**config.mk**
```make
export PLATFORM = sky130hd
export DESIGN_NAME = obstacle_scheduler_flat
export DESIGN_NICKNAME = d
export VERILOG_FILES = /design/src/rtl/obstacle_pkg.sv /design/src/rtl/obstacle_scheduler_if.sv /design/src/rtl/obstacle_scheduler_lane_picker.sv /design/src/rtl/obstacle_scheduler.sv /design/src/flat_wrapper.sv
export SDC_FILE = /design/constraint.sdc
export NUM_CORES = 1
export LEC_CHECK = 0
export ABC_AREA = 1
export BUFFER_PORTS_ARGS = -buffer_cell sky130_fd_sc_hd__buf_2
export CAP_MARGIN = 0
export CORE_MARGIN = 1
export CORE_UTILIZATION = 47
export DETAILED_ROUTE_END_ITERATION = 10
export GPL_ROUTABILITY_DRIVEN = 0
export PLACE_DENSITY = 0.75
export SKIP_LAST_GASP = 1
export SLEW_MARGIN = 25
export SYNTH_ARGS = -nofsm -noshare
export SYNTH_HDL_FRONTEND = slang
export SYNTH_SLANG_ARGS = --single-unit
export TNS_END_PERCENT = 1
```
**constraint.sdc**
```tcl
create_clock -name clk_in -period 1.35 [get_ports clk_in]
set_input_delay 0.135 -clock clk_in [delete_from_list [all_inputs] [get_ports clk_in]]
set_output_delay 0.135 -clock clk_in [all_outputs]
set_load 0.05 [all_outputs]
```
**src/rtl/obstacle_pkg.sv**
```systemverilog
// Shared types and constants for the obstacle scheduling slice.
//   lane_t        : 2-bit lane index, legal values 0..NUM_LANES-1
//   sched_state_t : scheduler FSM states
//   lane_inc      : next lane, wrapping modulo NUM_LANES
package obstacle_pkg;

  localparam int unsigned NUM_LANES  = 3;
  localparam int unsigned MAX_LEVEL  = 7;
  localparam int unsigned WAIT_SHIFT = 2;

  typedef logic [1:0] lane_t;

  typedef enum logic [1:0] {
    IDLE  = 2'd0,
    WAIT  = 2'd1,
    ISSUE = 2'd2,
    DONE  = 2'd3
  } sched_state_t;

  function automatic lane_t lane_inc(input lane_t l);
    return (l == lane_t'(NUM_LANES - 1)) ? '0 : l + lane_t'(1);
  endfunction

endpackage

```
**src/rtl/obstacle_scheduler_if.sv**
```systemverilog
// Request/spawn bus between obstacle_generator, the scheduler and the
// obstacle datapath.
//   master : environment side (drives tick/start/difficulty/random/ready)
//   slave  : scheduler side (drives spawn_valid/spawn_lane/expired/level)
interface obstacle_scheduler_if;
  import obstacle_pkg::*;

  logic        tick_in;
  logic        start_timer;
  logic [3:0]  time_to_wait;
  logic [11:0] time_alive;
  logic [1:0]  random_lane;
  logic        spawn_ready;
  logic        spawn_valid;
  lane_t       spawn_lane;
  logic        expired_out;
  logic [2:0]  level_out;

  modport master (
    output tick_in, start_timer, time_to_wait, time_alive, random_lane,
           spawn_ready,
    input  spawn_valid, spawn_lane, expired_out, level_out
  );

  modport slave (
    input  tick_in, start_timer, time_to_wait, time_alive, random_lane,
           spawn_ready,
    output spawn_valid, spawn_lane, expired_out, level_out
  );
endinterface

```
**src/rtl/obstacle_scheduler_lane_picker.sv**
```systemverilog
// Combinational lane selection for the next spawn.
//   raw_lane_i  : raw LFSR lane (3 is out of range and gets remapped)
//   last_lane_i : most recently issued lane
//   prev_lane_i : lane issued before that
//   lane_o      : chosen lane, always 0..2
module lane_picker
  import obstacle_pkg::*;
(
  input  logic [1:0] raw_lane_i,
  input  lane_t      last_lane_i,
  input  lane_t      prev_lane_i,
  output lane_t      lane_o
);

  lane_t base;

  always_comb begin
    base = (raw_lane_i == 2'd3) ? lane_inc(last_lane_i) : lane_t'(raw_lane_i);
    // Avoid a third consecutive spawn in the same lane.
    if (base == last_lane_i && base == prev_lane_i)
      lane_o = lane_inc(base);
    else
      lane_o = base;
  end

endmodule

```
**src/rtl/obstacle_scheduler.sv**
```systemverilog
// Spawn timer / scheduler: waits a difficulty-adjusted number of game ticks
// after a start request, then issues one spawn (valid/ready) and pulses
// expired_out back to the generator.
//   clk_in   : system clock
//   rst_in   : active-low reset, asynchronous assert
//   sched_if : request/spawn bus (slave side)
module obstacle_scheduler
  import obstacle_pkg::*;
(
  input  logic                 clk_in,
  input  logic                 rst_in,
  obstacle_scheduler_if.slave  sched_if
);

  sched_state_t state_q, state_d;
  logic [5:0]   cnt_q, cnt_d;
  logic [2:0]   level_q, level_d;
  lane_t        lane_q, lane_d;
  lane_t        last_q, last_d;
  lane_t        prev_q, prev_d;

  logic [11:0]  alive_shr;
  logic [2:0]   level_new;
  logic [5:0]   wait_base;
  logic [5:0]   load_val;
  lane_t        picked;

  lane_picker u_picker (
    .raw_lane_i  (sched_if.random_lane),
    .last_lane_i (last_q),
    .prev_lane_i (prev_q),
    .lane_o      (picked)
  );

  // Difficulty level and saturating counter load for a start request.
  always_comb begin
    alive_shr = sched_if.time_alive >> 8;
    level_new = (alive_shr > 12'(MAX_LEVEL)) ? 3'(MAX_LEVEL) : alive_shr[2:0];
    wait_base = {sched_if.time_to_wait, 2'b00};
    load_val  = (wait_base > {3'b000, level_new}) ? wait_base - {3'b000, level_new}
                                                  : 6'd1;
  end

  always_comb begin
    state_d = state_q;
    cnt_d   = cnt_q;
    level_d = level_q;
    lane_d  = lane_q;
    last_d  = last_q;
    prev_d  = prev_q;
    case (state_q)
      IDLE: begin
        if (sched_if.start_timer) begin
          level_d = level_new;
          cnt_d   = load_val;
          state_d = WAIT;
        end
      end
      WAIT: begin
        if (sched_if.start_timer) begin
          level_d = level_new;
          cnt_d   = load_val;
        end else if (sched_if.tick_in) begin
          cnt_d = cnt_q - 6'd1;
          if (cnt_q == 6'd1) begin
            state_d = ISSUE;
            lane_d  = picked;
          end
        end
      end
      ISSUE: begin
        if (sched_if.spawn_ready) begin
          prev_d  = last_q;
          last_d  = lane_q;
          state_d = DONE;
        end
      end
      DONE:    state_d = IDLE;
      default: state_d = IDLE;
    endcase
  end

  always_ff @(posedge clk_in or negedge rst_in) begin
    if (!rst_in) begin
      state_q <= IDLE;
      cnt_q   <= '0;
      level_q <= '0;
      lane_q  <= '0;
      last_q  <= '0;
      prev_q  <= '0;
    end else begin
      state_q <= state_d;
      cnt_q   <= cnt_d;
      level_q <= level_d;
      lane_q  <= lane_d;
      last_q  <= last_d;
      prev_q  <= prev_d;
    end
  end

  // Outputs come straight from state so reset clears them immediately.
  assign sched_if.spawn_valid = (state_q == ISSUE);
  assign sched_if.expired_out = (state_q == DONE);
  assign sched_if.spawn_lane  = lane_q;
  assign sched_if.level_out   = level_q;

endmodule
```
**src/flat_wrapper.sv**
```systemverilog
// flat-port wrapper written by rule: the top's interface ports become plain ports
module obstacle_scheduler_flat import obstacle_pkg::*;
  (clk_in, rst_in, sched_if_tick_in, sched_if_start_timer, sched_if_time_to_wait, sched_if_time_alive, sched_if_random_lane, sched_if_spawn_ready, sched_if_spawn_valid, sched_if_spawn_lane, sched_if_expired_out, sched_if_level_out);
  obstacle_scheduler_if sched_if_i ();
  input  logic clk_in;
  input  logic rst_in;
  input wire logic [$bits(sched_if_i.tick_in)-1:0] sched_if_tick_in;
  input wire logic [$bits(sched_if_i.start_timer)-1:0] sched_if_start_timer;
  input wire logic [$bits(sched_if_i.time_to_wait)-1:0] sched_if_time_to_wait;
  input wire logic [$bits(sched_if_i.time_alive)-1:0] sched_if_time_alive;
  input wire logic [$bits(sched_if_i.random_lane)-1:0] sched_if_random_lane;
  input wire logic [$bits(sched_if_i.spawn_ready)-1:0] sched_if_spawn_ready;
  output wire logic [$bits(sched_if_i.spawn_valid)-1:0] sched_if_spawn_valid;
  output wire logic [$bits(sched_if_i.spawn_lane)-1:0] sched_if_spawn_lane;
  output wire logic [$bits(sched_if_i.expired_out)-1:0] sched_if_expired_out;
  output wire logic [$bits(sched_if_i.level_out)-1:0] sched_if_level_out;
  assign sched_if_i.tick_in = sched_if_tick_in;
  assign sched_if_i.start_timer = sched_if_start_timer;
  assign sched_if_i.time_to_wait = sched_if_time_to_wait;
  assign sched_if_i.time_alive = sched_if_time_alive;
  assign sched_if_i.random_lane = sched_if_random_lane;
  assign sched_if_i.spawn_ready = sched_if_spawn_ready;
  assign sched_if_spawn_valid = sched_if_i.spawn_valid;
  assign sched_if_spawn_lane = sched_if_i.spawn_lane;
  assign sched_if_expired_out = sched_if_i.expired_out;
  assign sched_if_level_out = sched_if_i.level_out;
  obstacle_scheduler u_core (.clk_in(clk_in), .rst_in(rst_in), .sched_if(sched_if_i));
endmodule
```
Word level (Yosys, flattened, before mapping)
Cells that the tools add are included.
{"block": "totals", "reg_bits": 17, "inputBits": 23, "output_inout_bits": 7, "wordCells": 53}
{"block": "classes", "addsub": 4, "magnitude_cmp": 2, "eq_ne": 15, "muxes": 16, "n_bitwise": 1, "n_reduce_logical": 9}
{"op": "6-bit two-way mux", "n": 4}
{"op": "2-bit two-way mux", "n": 9}
{"op": "6-bit one-hot mux with 2 select lines", "n": 1}
{"op": "2-bit equality test (second input constant)", "n": 5}
{"op": "2-bit != test (second input constant)", "n": 4}
{"op": "2-bit one-hot mux with 4 select lines", "n": 1}
{"op": "6-bit by 1-bit equality test with 1-bit output (second input constant)", "n": 1}
{"op": "6-bit by 3-bit > comparator with 1-bit output", "n": 1}
{"op": "6-bit by 1-bit subtractor with 6-bit output (second input constant)", "n": 1}
{"op": "6-bit by 3-bit subtractor with 6-bit output", "n": 1}
{"op": "5-bit AND reduction", "n": 1}
{"op": "2-bit by 1-bit adder with 2-bit output (second input constant)", "n": 2}
{"op": "2-bit equality test", "n": 2}
{"op": "4-bit by 3-bit > comparator with 1-bit output (second input constant)", "n": 1}
{"op": "2-bit AND reduction", "n": 2}
{"op": "4-bit AND reduction", "n": 1}
{"op": "3-bit two-way mux", "n": 1}
{"op": "3-bit != test (second input constant)", "n": 1}
{"op": "3-bit AND reduction", "n": 1}
{"op": "2-bit by 1-bit equality test with 1-bit output (second input constant)", "n": 1}
{"op": "2-bit zero test", "n": 1}
{"op": "2-bit by 1-bit != test with 1-bit output (second input constant)", "n": 1}
{"op": "2-bit nonzero test", "n": 1}
{"op": "2-bit OR reduction", "n": 1}
{"op": "2 further kinds", "n": 2}

Depth between registers and ports, before layout
Gate-level depths: netlist of the first run.
{"block": "logic_depth", "depth_word": 6, "mapped_depth": 11, "ltp_nobuf": 11}

Cells and area by module
A second synthesis of the first run with hierarchy kept.
{"block": "hier_totals", "cells_unflattened": 177, "hier_area_um2": 1237.4}
{"mod": "obstacle_scheduler", "n_inst": 1, "cells_per_inst": 142, "area_per_inst_um2": 1077.3}
{"mod": "lane_picker", "n_inst": 1, "cells_per_inst": 35, "area_per_inst_um2": 160.2}

Worst setup path before layout of the first run
Ideal clock, no wire load.
{"block": "synth_timing", "kind": "reg2reg", "startpoint": "reg u_core.state_q[0]", "endpoint": "reg u_core.state_q[0]", "t_arrival_ns": 1.525, "t_required_ns": 1.225, "path_slack_ns": -0.300, "stages_incl_launch_ff": 8, "n_path_buf": 0, "period_less_slack_ns": 1.650, "cell_sequence": "dfrtp_1 > inv_1 > ha_1 > inv_1 > o21ai_0 > a21oi_4 > o21ai_1 > o21ai_1"}
{"block": "synth_via", "elab_chain_len": 3}
{"element": "from (decl)", "line_no": "obstacle_scheduler.sv:15", "rtl": "sched_state_t state_q, state_d;"}
{"element": "from (signal assigned)", "line_no": "obstacle_scheduler.sv:92", "rtl": "state_q <= state_d;"}
{"element": "2-bit equality test (*)"}
{"element": "named net sched_if_spawn_valid", "line_no": "flat_wrapper.sv:13", "rtl": "output wire logic [$bits(sched_if_i.spawn_valid)-1:0] sched_if_spawn_valid;"}
{"element": "2-bit != test (no line)"}
{"element": "5-bit AND reduction (no line)"}
The timed path passes the listed nets; every way through them passes the cells marked *.
A chain may end at the register's enable or synchronous reset.

Worst setup path in the final report of the first run
{"block": "layout_timing", "startpoint": "reg u_core.state_q[1]", "endpoint": "out sched_if_spawn_valid"}
{"block": "layout_via", "elab_chain_len": 1}
{"element": "2-bit equality test", "line_no": "obstacle_scheduler.sv:102", "rtl": "assign sched_if.spawn_valid = (state_q == ISSUE);"}
{"element": "to (decl)", "line_no": "flat_wrapper.sv:13"}
Every way passes these cells.

==> results of run 1 <==
==> metal layers <==
layer | vias to the layer above | wire length, um | part of all wire [%]
li1 | 612 | - | -
met1 | 534 | 1080 | 41
met2 | 31 | 1430 | 54
met3 | 6 | 89 | 3.3
met4 | 0 | 63 | 2.4
met5 | - | 0 | 0
==> power breakdown <==
group          switching, uW  total (uW)  internal, uW  leakage, uW
logic                   1330        2190           856     0.000641
clock network            163         278           115    0.0000150
registers                200         954           754     0.000204
==> layout by cell type (no fill, tap or decap), types with 2 or more instances in the layout <==
cell type  count
o21ai_1        5
buf_4         11
buf_2         19
ha_1           4
xnor2_1        2
inv_1         17
nand2_2        2
nor2_4         2
a21oi_1        3
a22oi_1        2
nand3_1        7
nand2_4        2
nand2_1       47
buf_6          2
nor2_2         5
a21oi_2        4
nand3_2        2
o21ai_0        7
clkbuf_4       3
dfrtp_1       16
ha_4           3
nor2_1        23
inv_2          6
==> final cells by class <==
| type | count | area, um^2 |
|---|---|---|
| multi-input cells | 128 | 773 |
| well taps | 30 | 37.5 |
| flip-flops and latches | 17 | 427 |
| fillers | 222 | 865 |
| repair buffers | 34 | 225 |
| clock buffers | 4 | 26.3 |
| inverters | 25 | 101 |
==> sequential cells by signal (all words and copies together) (netlist names) <==
name,count
u_core.cnt_q,6
u_core.last_q,2
u_core.prev_q,2
u_core.sched_if.level_out,3
u_core.sched_if.spawn_lane,2
u_core.state_q,2
==> cells by family (layout without fill, tap and decap cells) <==
| logic type | count (synthesis) | count (layout) | synth area share [%] |
|---|---|---|---|
| simple gates | 92 | 92 | 33.6 |
| compound gates | 25 | 25 | 12.8 |
| buf+inv | 25 | 63 | 8.14 |
| flops | 17 | 17 | 35.1 |
| fa+ha+maj | 8 | 8 | 8.25 |
| xor+xnor | 3 | 3 | 2.17 |
==> final timing paths <==
check	from	end	slack, ps	cells past startpoint
hold reg to reg	u_core.sched_if.level_out[0]	u_core.sched_if.level_out[0]	500	2
hold / removal	sched_if_time_alive[10]	u_core.sched_if.level_out[2]	150	3
max in group asynchronous	rst_in	u_core.cnt_q[3]	770	2
setup / recovery	u_core.state_q[1]	sched_if_spawn_valid	-40	4
setup reg to reg	u_core.state_q[0]	u_core.cnt_q[3]	-20	9
min in group asynchronous	rst_in	u_core.cnt_q[2]	280	2
==> metrics by stage <==
step           total power, uW  instance area [um^2]  instances  hold slack (ps)  setup TNS, ps
2_1_floorplan             2340                  1230        170             -161          -59.3
3_3_place_gp              2710                  1450        231             74.4           -370
3_5_place_dp              2820                  1450        231             77.2           -920
4_1_cts                   3360                  1560        237              160           -240
5_1_grt                   3680                  1590        238              164          -1110
6_report                  3420                  1590        238              152          -97.7
==> what timing repair did <==
action	in CTS	in global routing
buffers inserted	1	1
hold buffers	1	0
endpoints found under the setup margin	13	19
gates resized for setup	17	11
endpoints found under the hold margin	17	0
pin swaps	3	4
==> critical path, stage by stage, from the launching register on <==
cell     delay, ps
dfrtp_1        410
buf_6          140
ha_4           160
buf_6          120
buf_8          140
==> results.txt, run 1 <==
Hold Vio Cnt, Final -> 0
Period minus WS final -> 1390 ps
DRC viols -> 0
Critical Setup Path Class -> flop to output port
worst setup margin -> -40.2 ps
row count -> 18
Avg WL per Cell -> 11.2 um
total track usage -> 21.6%
Worst VDD drop -> 0.00204 V
max_cap viols -> 0
Syn Nets -> 201
CTS Buffer Depth -> 2
worst skew pair latency -> 290 ps
DR pass1 iterations -> 4
Arrival @ worst endpoint -> 1260 ps
vias -> 1,183
final core utilization -> 64.8%
Synth top cells by count -> nand2_1 (49), nor2_1 (25), inv_1 (21)
clk slew on worst S/H paths -> 90 ps
largest net degree at the start of global routing -> 18
Final HPWL DP -> 2120 um
M1 GR Usage -> 22.8%
remaining antenna violation count -> 0
Syn Inst Count -> 170
Initial Utilization -> 49.4%
Num CTS Buffers -> 3
Post-synth ARST share -> 100%
die width -> 52.8 um
Synth area leaders -> dfrtp_1 (35%), nand2_1 (15%), ha_1 (8.2%)
WL final -> 2670 um
Rel. slew slack -> 73.6%
GR Util met3 -> 2.61%
worst-path maximum fanout -> 3
vias in the first global route -> 1,151
f_max -> 719 MHz
port buffer count -> 21
Synth Warn # -> 0
FF+latch count, synth -> 17
most used routing layer -> met2
syn avg cell area -> 7.14 um^2
first-pass GRT wire length -> 4400 um
post-synth top area cell -> dfrtp_1
clock root buffer master -> clkbuf_4
DIE HEIGHT -> 52.8 um
Cell Area, Synth -> 0.00121 mm^2
clk sinks -> 17
Slew Limit Fails -> 0
most common cell in the netlist -> nand2_1
sequential area share after synthesis -> 35.1%
pwr dens -> 2150 mW/mm^2
Post-synth EDFFs -> 0
share of layout cells above drive strength 1 -> 33.7%
Top FF cell, synth -> dfrtp_1
initial drt markers -> 16
Core ar. -> 0.00245 mm^2
IO Count -> 30
ANT cells -> 0
GR Layer Usage met2 -> 41.8%
status -> finished, violations left
H-tree depth -> 1
vias per cell -> 4.97
initial antenna violation count -> 0
failing checks -> negative setup slack
Post-Place Setup Slack -> -168 ps
Final setup viols -> 5
Setup crit start kind -> flop
fin crit share -> 103%
# nets final -> 240
post-synth cell types -> 24
CTS tree -> done
Lkg Pwr -> 0.000860 uW
P&R area growth vs syn -> 31.0%
Hold WC Path Type -> primary input to flop
Die Area -> 0.00279 mm^2
post-synth top area share -> 35.1%
Slew @ Worst Pin -> 396 ps
CP Capture Type -> output port
clock skew -> 5.38 ps
RSZ-0062 raised after global routing -> yes
GR Overflow Total -> 0
WP data required -> 1220 ps
No activity file was read; power rests on OpenSTA's default activity.
==> run 2, diff against run 1 <==
--- a/config.mk
+++ b/config.mk
@@ -13,6 +13,7 @@
 export DETAILED_ROUTE_END_ITERATION = 10
 export GPL_ROUTABILITY_DRIVEN = 0
 export PLACE_DENSITY = 0.75
+export SKIP_CTS_REPAIR_TIMING = 1
 export SKIP_LAST_GASP = 1
 export SLEW_MARGIN = 25
 export SYNTH_ARGS = -nofsm -noshare
==> run 2 against run 1 <==
The flow still finishes with violations (negative setup slack). Register-to-register slack got worse by 30 ps. Cell count unchanged. Fmax decreased by 2.7%. Clock-buffer cell count unchanged. Wire length rose by 1.8%. Power shrank 2.0%. Clock power decreased by 2%. Core utilization down 1.5 points. Setup slack worse by 39 ps. Sequential power down 1%. Critical path type unchanged.
==> results.txt, run 2 (synthesis results as in run 1) <==
status -> finished, violations left (unchanged)
failing checks -> negative setup slack (unchanged)
WHS -> 155 ps (was 152 ps)
vias in the first global route -> 1,143 (was 1,151)
Final Non-Filler Cells -> 238 (unchanged)
placed insts -> 231 (unchanged)
crit-path most repeated cell -> buf_4 (was buf_6)
clock skew -> 2.17 ps (was 5.38 ps)
port buffer count -> 21 (unchanged)
worst path cell trace -> buf_4 > ha_4 > buf_4 > buf_6 (was buf_6 > ha_4 > buf_6 > buf_8)
row count -> 18 (unchanged)
Num CTS Buffers -> 3 (unchanged)
Slew @ Worst Pin -> 394 ps (was 396 ps)
H-tree depth -> 1 (unchanged)
# nets final -> 240 (unchanged)
f_max -> 700 MHz (was 719 MHz)
CTS Buffer Depth -> 2 (unchanged)
Initial Utilization -> 49.4% (unchanged)
clk slew on worst S/H paths -> 90 ps (about the same)
vias -> 1,208 (was 1,183)
fin crit share -> 106% (was 103%)
Rel. slew slack -> 73.8% (was 73.6%)
Slew Limit Fails -> 0 (unchanged)
Bufs and invs on worst path -> 3 (unchanged)
max incr delay on CP -> 410 ps (about the same)
Critical Setup Path Class -> flop to output port (unchanged)
Core ar. -> 0.00245 mm^2 (unchanged)
Worst VDD drop -> 0.00190 V (was 0.00204 V)
Setup crit start kind -> flop (unchanged)
DRC viols -> 0 (unchanged)
IO Count -> 30 (unchanged)
max_cap viols -> 0 (unchanged)
total power -> 3350 uW (was 3420 uW)
hold depth -> 3 (unchanged)
commonest non-fill, non-tap cells in the layout -> nand2_1 (48), nor2_1 (24), buf_2 (20) (was nand2_1 (47), nor2_1 (23), buf_2 (19))
first-pass GRT wire length -> 4320 um (was 4400 um)
vias per cell -> 5.08 (was 4.97)
die width -> 52.8 um (unchanged)
most common cell after layout, fill and taps aside -> nand2_1 (unchanged)
initial antenna violation count -> 0 (unchanged)
initial drt markers -> 22 (was 16)
worst setup margin -> -78.8 ps (was -40.2 ps)
Fin Setup TNS -> -339 ps (was -97.7 ps)
worst skew pair latency -> 290 ps (about the same)
Hold Vio Cnt, Final -> 0 (unchanged)
critical path depth -> 4 (unchanged)
Avg WL per Cell -> 11.4 um (was 11.2 um)
WP data required -> 1220 ps (about the same)
Hold WC Path Type -> primary input to flop (unchanged)
largest net degree at the start of global routing -> 18 (unchanged)
total track usage -> 21.1% (was 21.6%)
DR pass1 iterations -> 5 (was 4)
Final HPWL DP -> 2120 um (unchanged)
clock root buffer master -> clkbuf_4 (unchanged)
GR Overflow Total -> 0 (unchanged)
share of layout cells above drive strength 1 -> 29.8% (was 33.7%)
Final setup viols -> 12 (was 5)
clk sinks -> 17 (unchanged)
pwr dens -> 2160 mW/mm^2 (was 2150 mW/mm^2)
ANT cells -> 0 (unchanged)
max reg flops -> 6 (unchanged)
Die Area -> 0.00279 mm^2 (unchanged)
WL final -> 2710 um (was 2670 um)
reg2reg path depth -> 9 (unchanged)
worst-path maximum fanout -> 3 (unchanged)
CP Capture Type -> output port (unchanged)
Lkg Pwr -> 0.000851 uW (was 0.000860 uW)
Top reg by flops -> u_core.cnt_q (unchanged)
final core utilization -> 63.3% (was 64.8%)
Top delay family on crit path -> buffers and inverters (was flip-flops)
RSZ-0062 raised after global routing -> yes (unchanged)
remaining antenna violation count -> 0 (unchanged)
Period minus WS final -> 1430 ps (was 1390 ps)
Arrival @ worst endpoint -> 1290 ps (was 1260 ps)
CTS tree -> done (unchanged)
Crit-path slowest cell -> dfrtp_1 (unchanged)
P&R area growth vs syn -> 28.0% (was 31.0%)
DIE HEIGHT -> 52.8 um (unchanged)
[run 2: final cells by class]
cell class	instances	area, um^2
timing repair buffer	34	211
multi-input combinational	128	752
tap	30	37.5
sequential	17	425
clock buffer	4	26.3
fill	225	901
inverter	25	101
[run 2: where the power goes]
part / switching (uW) / internal [uW] / leakage [uW]
Sequential: 192 / 751 / 0.000205
Clock: 158 / 115 / 0.0000150
Combinational: 1320 / 817 / 0.000632
[run 2: worst paths after layout]
path                                               from                            to  slack (ps)
max                                   u_core.state_q[1]          sched_if_spawn_valid         -80
min                             sched_if_time_alive[10]  u_core.sched_if.level_out[2]         150
max reg2reg                           u_core.state_q[1]               u_core.cnt_q[3]         -50
min reg2reg                u_core.sched_if.level_out[0]  u_core.sched_if.level_out[0]         500
max in group asynchronous                        rst_in             u_core.state_q[1]         780
min in group asynchronous                        rst_in               u_core.cnt_q[2]         290
[run 2: per-stage QoR]
step           setup slack [ps]  cell area (um^2)
5_1_grt                    -145              1550
6_report                  -78.8              1550
4_1_cts                    -162              1470
3_5_place_dp               -168              1450
3_3_place_gp              -97.5              1450
2_1_floorplan             -45.4              1230
[run 2: worst register-to-register path, delay by kind of cell (launching register included)]
kind	cells	cell delay, ps
compound gates	2	220
fa+ha+maj	1	180
buf+inv	2	240
flops	1	410
simple gates	4	260
[run 2: routing by layer]
metal	routed length, um	global-route usage (%)
met1	1110	22.4
met3	91	2.61
met2	1420	40.3
met5	0	0
met4	91	10.1
==> run 3, diff against run 2 <==
--- a/config.mk
+++ b/config.mk
@@ -6,13 +6,13 @@
 export NUM_CORES = 1
 export LEC_CHECK = 0
 export ABC_AREA = 1
-export BUFFER_PORTS_ARGS = -buffer_cell sky130_fd_sc_hd__buf_2
 export CAP_MARGIN = 0
 export CORE_MARGIN = 1
-export CORE_UTILIZATION = 47
+export CORE_UTILIZATION = 30
 export DETAILED_ROUTE_END_ITERATION = 10
+export DONT_BUFFER_PORTS = 1
 export GPL_ROUTABILITY_DRIVEN = 0
-export PLACE_DENSITY = 0.75
+export GPL_TIMING_DRIVEN = 1
 export SKIP_CTS_REPAIR_TIMING = 1
 export SKIP_LAST_GASP = 1
 export SLEW_MARGIN = 25
==> run 3 against run 2 <==
Wire length shrank 2.5%. Clock power up 39%. Core utilization is 20 points lower. Final area increased by 5.5%. Cell count rose by 4.2%. Fmax rose by 4.0%. The flow still finishes with violations (negative setup slack). Via count decreased by 8.9%. Largest power group unchanged. Highest routed layer unchanged. Hold slack lost 69 ps. Flip-flop and latch count is the same.
==> results.txt, run 3 (synthesis results as in run 1) <==
share of layout cells above drive strength 1 -> 31.5% (was 29.8%)
Worst VDD drop -> 0.00115 V (was 0.00190 V)
setup slack, reg-to-reg -> -10 ps (was -50 ps)
reg2reg start -> u_core.state_q[1] (unchanged)
initial antenna violation count -> 0 (unchanged)
Critical Setup Path Class -> flop to output port (unchanged)
max_cap viols -> 0 (unchanged)
Die Area -> 0.00430 mm^2 (was 0.00279 mm^2)
Core ar. -> 0.00377 mm^2 (was 0.00245 mm^2)
Lkg Pwr -> 0.000844 uW (was 0.000851 uW)
total power -> 3690 uW (was 3350 uW)
P&R area growth vs syn -> 35.1% (was 28.0%)
worst r2r dst -> u_core.state_q[0] (was u_core.cnt_q[3])
f_max -> 728 MHz (was 700 MHz)
H-tree depth -> 1 (unchanged)
DRC viols -> 0 (unchanged)
IO Count -> 30 (unchanged)
clock skew -> 3.39 ps (was 2.17 ps)
pwr dens -> 2250 mW/mm^2 (was 2160 mW/mm^2)
Avg WL per Cell -> 10.7 um (was 11.4 um)
Slew @ Worst Pin -> 781 ps (was 394 ps)
Initial Utilization -> 32.2% (was 49.4%)
CTS tree -> done (unchanged)
first-pass GRT wire length -> 4240 um (was 4320 um)
vias in the first global route -> 1,028 (was 1,143)
clk sinks -> 17 (unchanged)
max incr delay on CP -> 390 ps (was 410 ps)
clock root buffer master -> clkbuf_8 (was clkbuf_4)
Rel. slew slack -> 47.8% (was 73.8%)
die width -> 65.6 um (was 52.8 um)
# fillers -> 388 (was 225)
remaining antenna violation count -> 0 (unchanged)
Top reg by flops -> u_core.cnt_q (unchanged)
Crit-path slowest cell -> dfrtp_1 (unchanged)
WP data required -> 1220 ps (about the same)
worst setup margin -> -23.8 ps (was -78.8 ps)
largest net degree at the start of global routing -> 18 (unchanged)
worst-path maximum fanout -> 4 (was 3)
reg2reg path depth -> 8 (was 9)
# nets final -> 232 (was 240)
total track usage -> 12.8% (was 21.1%)
CTS Buffer Depth -> 2 (unchanged)
initial drt markers -> 41 (was 22)
port buffer count -> 0 (was 21)
vias per cell -> 4.44 (was 5.08)
clk slew on worst S/H paths -> 60 ps (was 90 ps)
fin crit share -> 102% (was 106%)
Fin Setup TNS -> -57.9 ps (was -339 ps)
DR pass1 iterations -> 4 (was 5)
hold_sp -> sched_if_time_alive[9] (was sched_if_time_alive[10])
commonest non-fill, non-tap cells in the layout -> nand2_1 (47), nor2_1 (23), buf_4 (22) (was nand2_1 (48), nor2_1 (24), buf_2 (20))
WL final -> 2650 um (was 2710 um)
Num CTS Buffers -> 3 (unchanged)
RSZ-0062 raised after global routing -> yes (unchanged)
Arrival @ worst endpoint -> 1240 ps (was 1290 ps)
CP Capture Type -> output port (unchanged)
DIE HEIGHT -> 65.6 um (was 52.8 um)
WHS -> 85.7 ps (was 155 ps)
row count -> 22 (was 18)
GR Overflow Total -> 0 (unchanged)
Register Area -> 427 um^2 (was 425 um^2)
multi-input combinational cell area -> 793 um^2 (was 752 um^2)
WHS Endpoint -> u_core.sched_if.level_out[1] (was u_core.sched_if.level_out[2])
worst path cell trace -> buf_4 > buf_4 > ha_4 > buf_6 (was buf_4 > ha_4 > buf_4 > buf_6)
worst skew pair latency -> 250 ps (was 290 ps)
ANT cells -> 0 (unchanged)
Slew Limit Fails -> 0 (unchanged)
Final setup viols -> 3 (was 12)
Hold WC Path Type -> primary input to flop (unchanged)
max reg flops -> 6 (unchanged)
vias -> 1,101 (was 1,208)
crit-path most repeated cell -> buf_4 (unchanged)
Hold Vio Cnt, Final -> 0 (unchanged)
hold depth -> 2 (was 3)
failing checks -> negative setup slack (unchanged)
Period minus WS final -> 1370 ps (was 1430 ps)
most common cell after layout, fill and taps aside -> nand2_1 (unchanged)
status -> finished, violations left (unchanged)
Final HPWL DP -> 1950 um (was 2120 um)
Setup crit start kind -> flop (unchanged)
## run 3: cell types whose count changed in the layout (fill, tap and decap cells not counted), sizes merged
| cell | change |
|---|---|
| buf | -8 |
## run 3: stage by stage
step	util [%]	worst slack, ps	instance area, um^2	cells
global route	43.5	-93.9	1640	248
floorplan	-	-45.4	1230	170
CTS	38.6	-73.9	1450	238
global placement	37.4	-63.0	1410	234
finish	43.5	-23.8	1640	248
detailed placement	37.4	-74.5	1410	234
## run 3: cell type report
cell class	count	share of cell area [%]
well taps	48	3.66
flip-flops and latches	17	26.0
clock buffers	4	2.75
multi-input cells	128	48.4
repair buffers	26	13.0
inverters	25	6.18
## run 3: critical path, delay by kind of cell (launching register included)
| kind | cells | cell delay (ps) |
|---|---|---|
| flops | 1 | 390 |
| fa+ha+maj | 1 | 170 |
| buf+inv | 3 | 440 |
## run 3: layer usage
metal	vias to the layer above	global-route usage, %	routed length, um
met5	-	0	0
met1	482	15.5	1180
met3	2	3.13	131
li1	595	-	-
met2	22	22.6	1320
met4	0	3.26	19
## run 3: power breakdown
group          total, uW  internal [uW]  leakage [uW]  switching (uW)
logic               2200           1000      0.000617            1200
clock network        380            209     0.0000228             171
registers           1110            753      0.000204             352
total               3690           1960      0.000844            1730
## run 3: worst max path at each step
| stage | slack, ps | to | startpoint | cells past startpoint |
|---|---|---|---|---|
| after floorplan | -50 | u_core.state_q[0] | u_core.state_q[0] | 7 |
| after global placement | -60 | u_core.cnt_q[4] | u_core.state_q[0] | 8 |
| after detailed placement | -70 | u_core.cnt_q[4] | u_core.state_q[0] | 8 |
| after CTS | -70 | u_core.cnt_q[4] | u_core.state_q[0] | 8 |
| after global routing | -90 | u_core.state_q[0] | u_core.cnt_q[1] | 8 |
| final | -20 | sched_if_spawn_valid | u_core.state_q[1] | 4 |
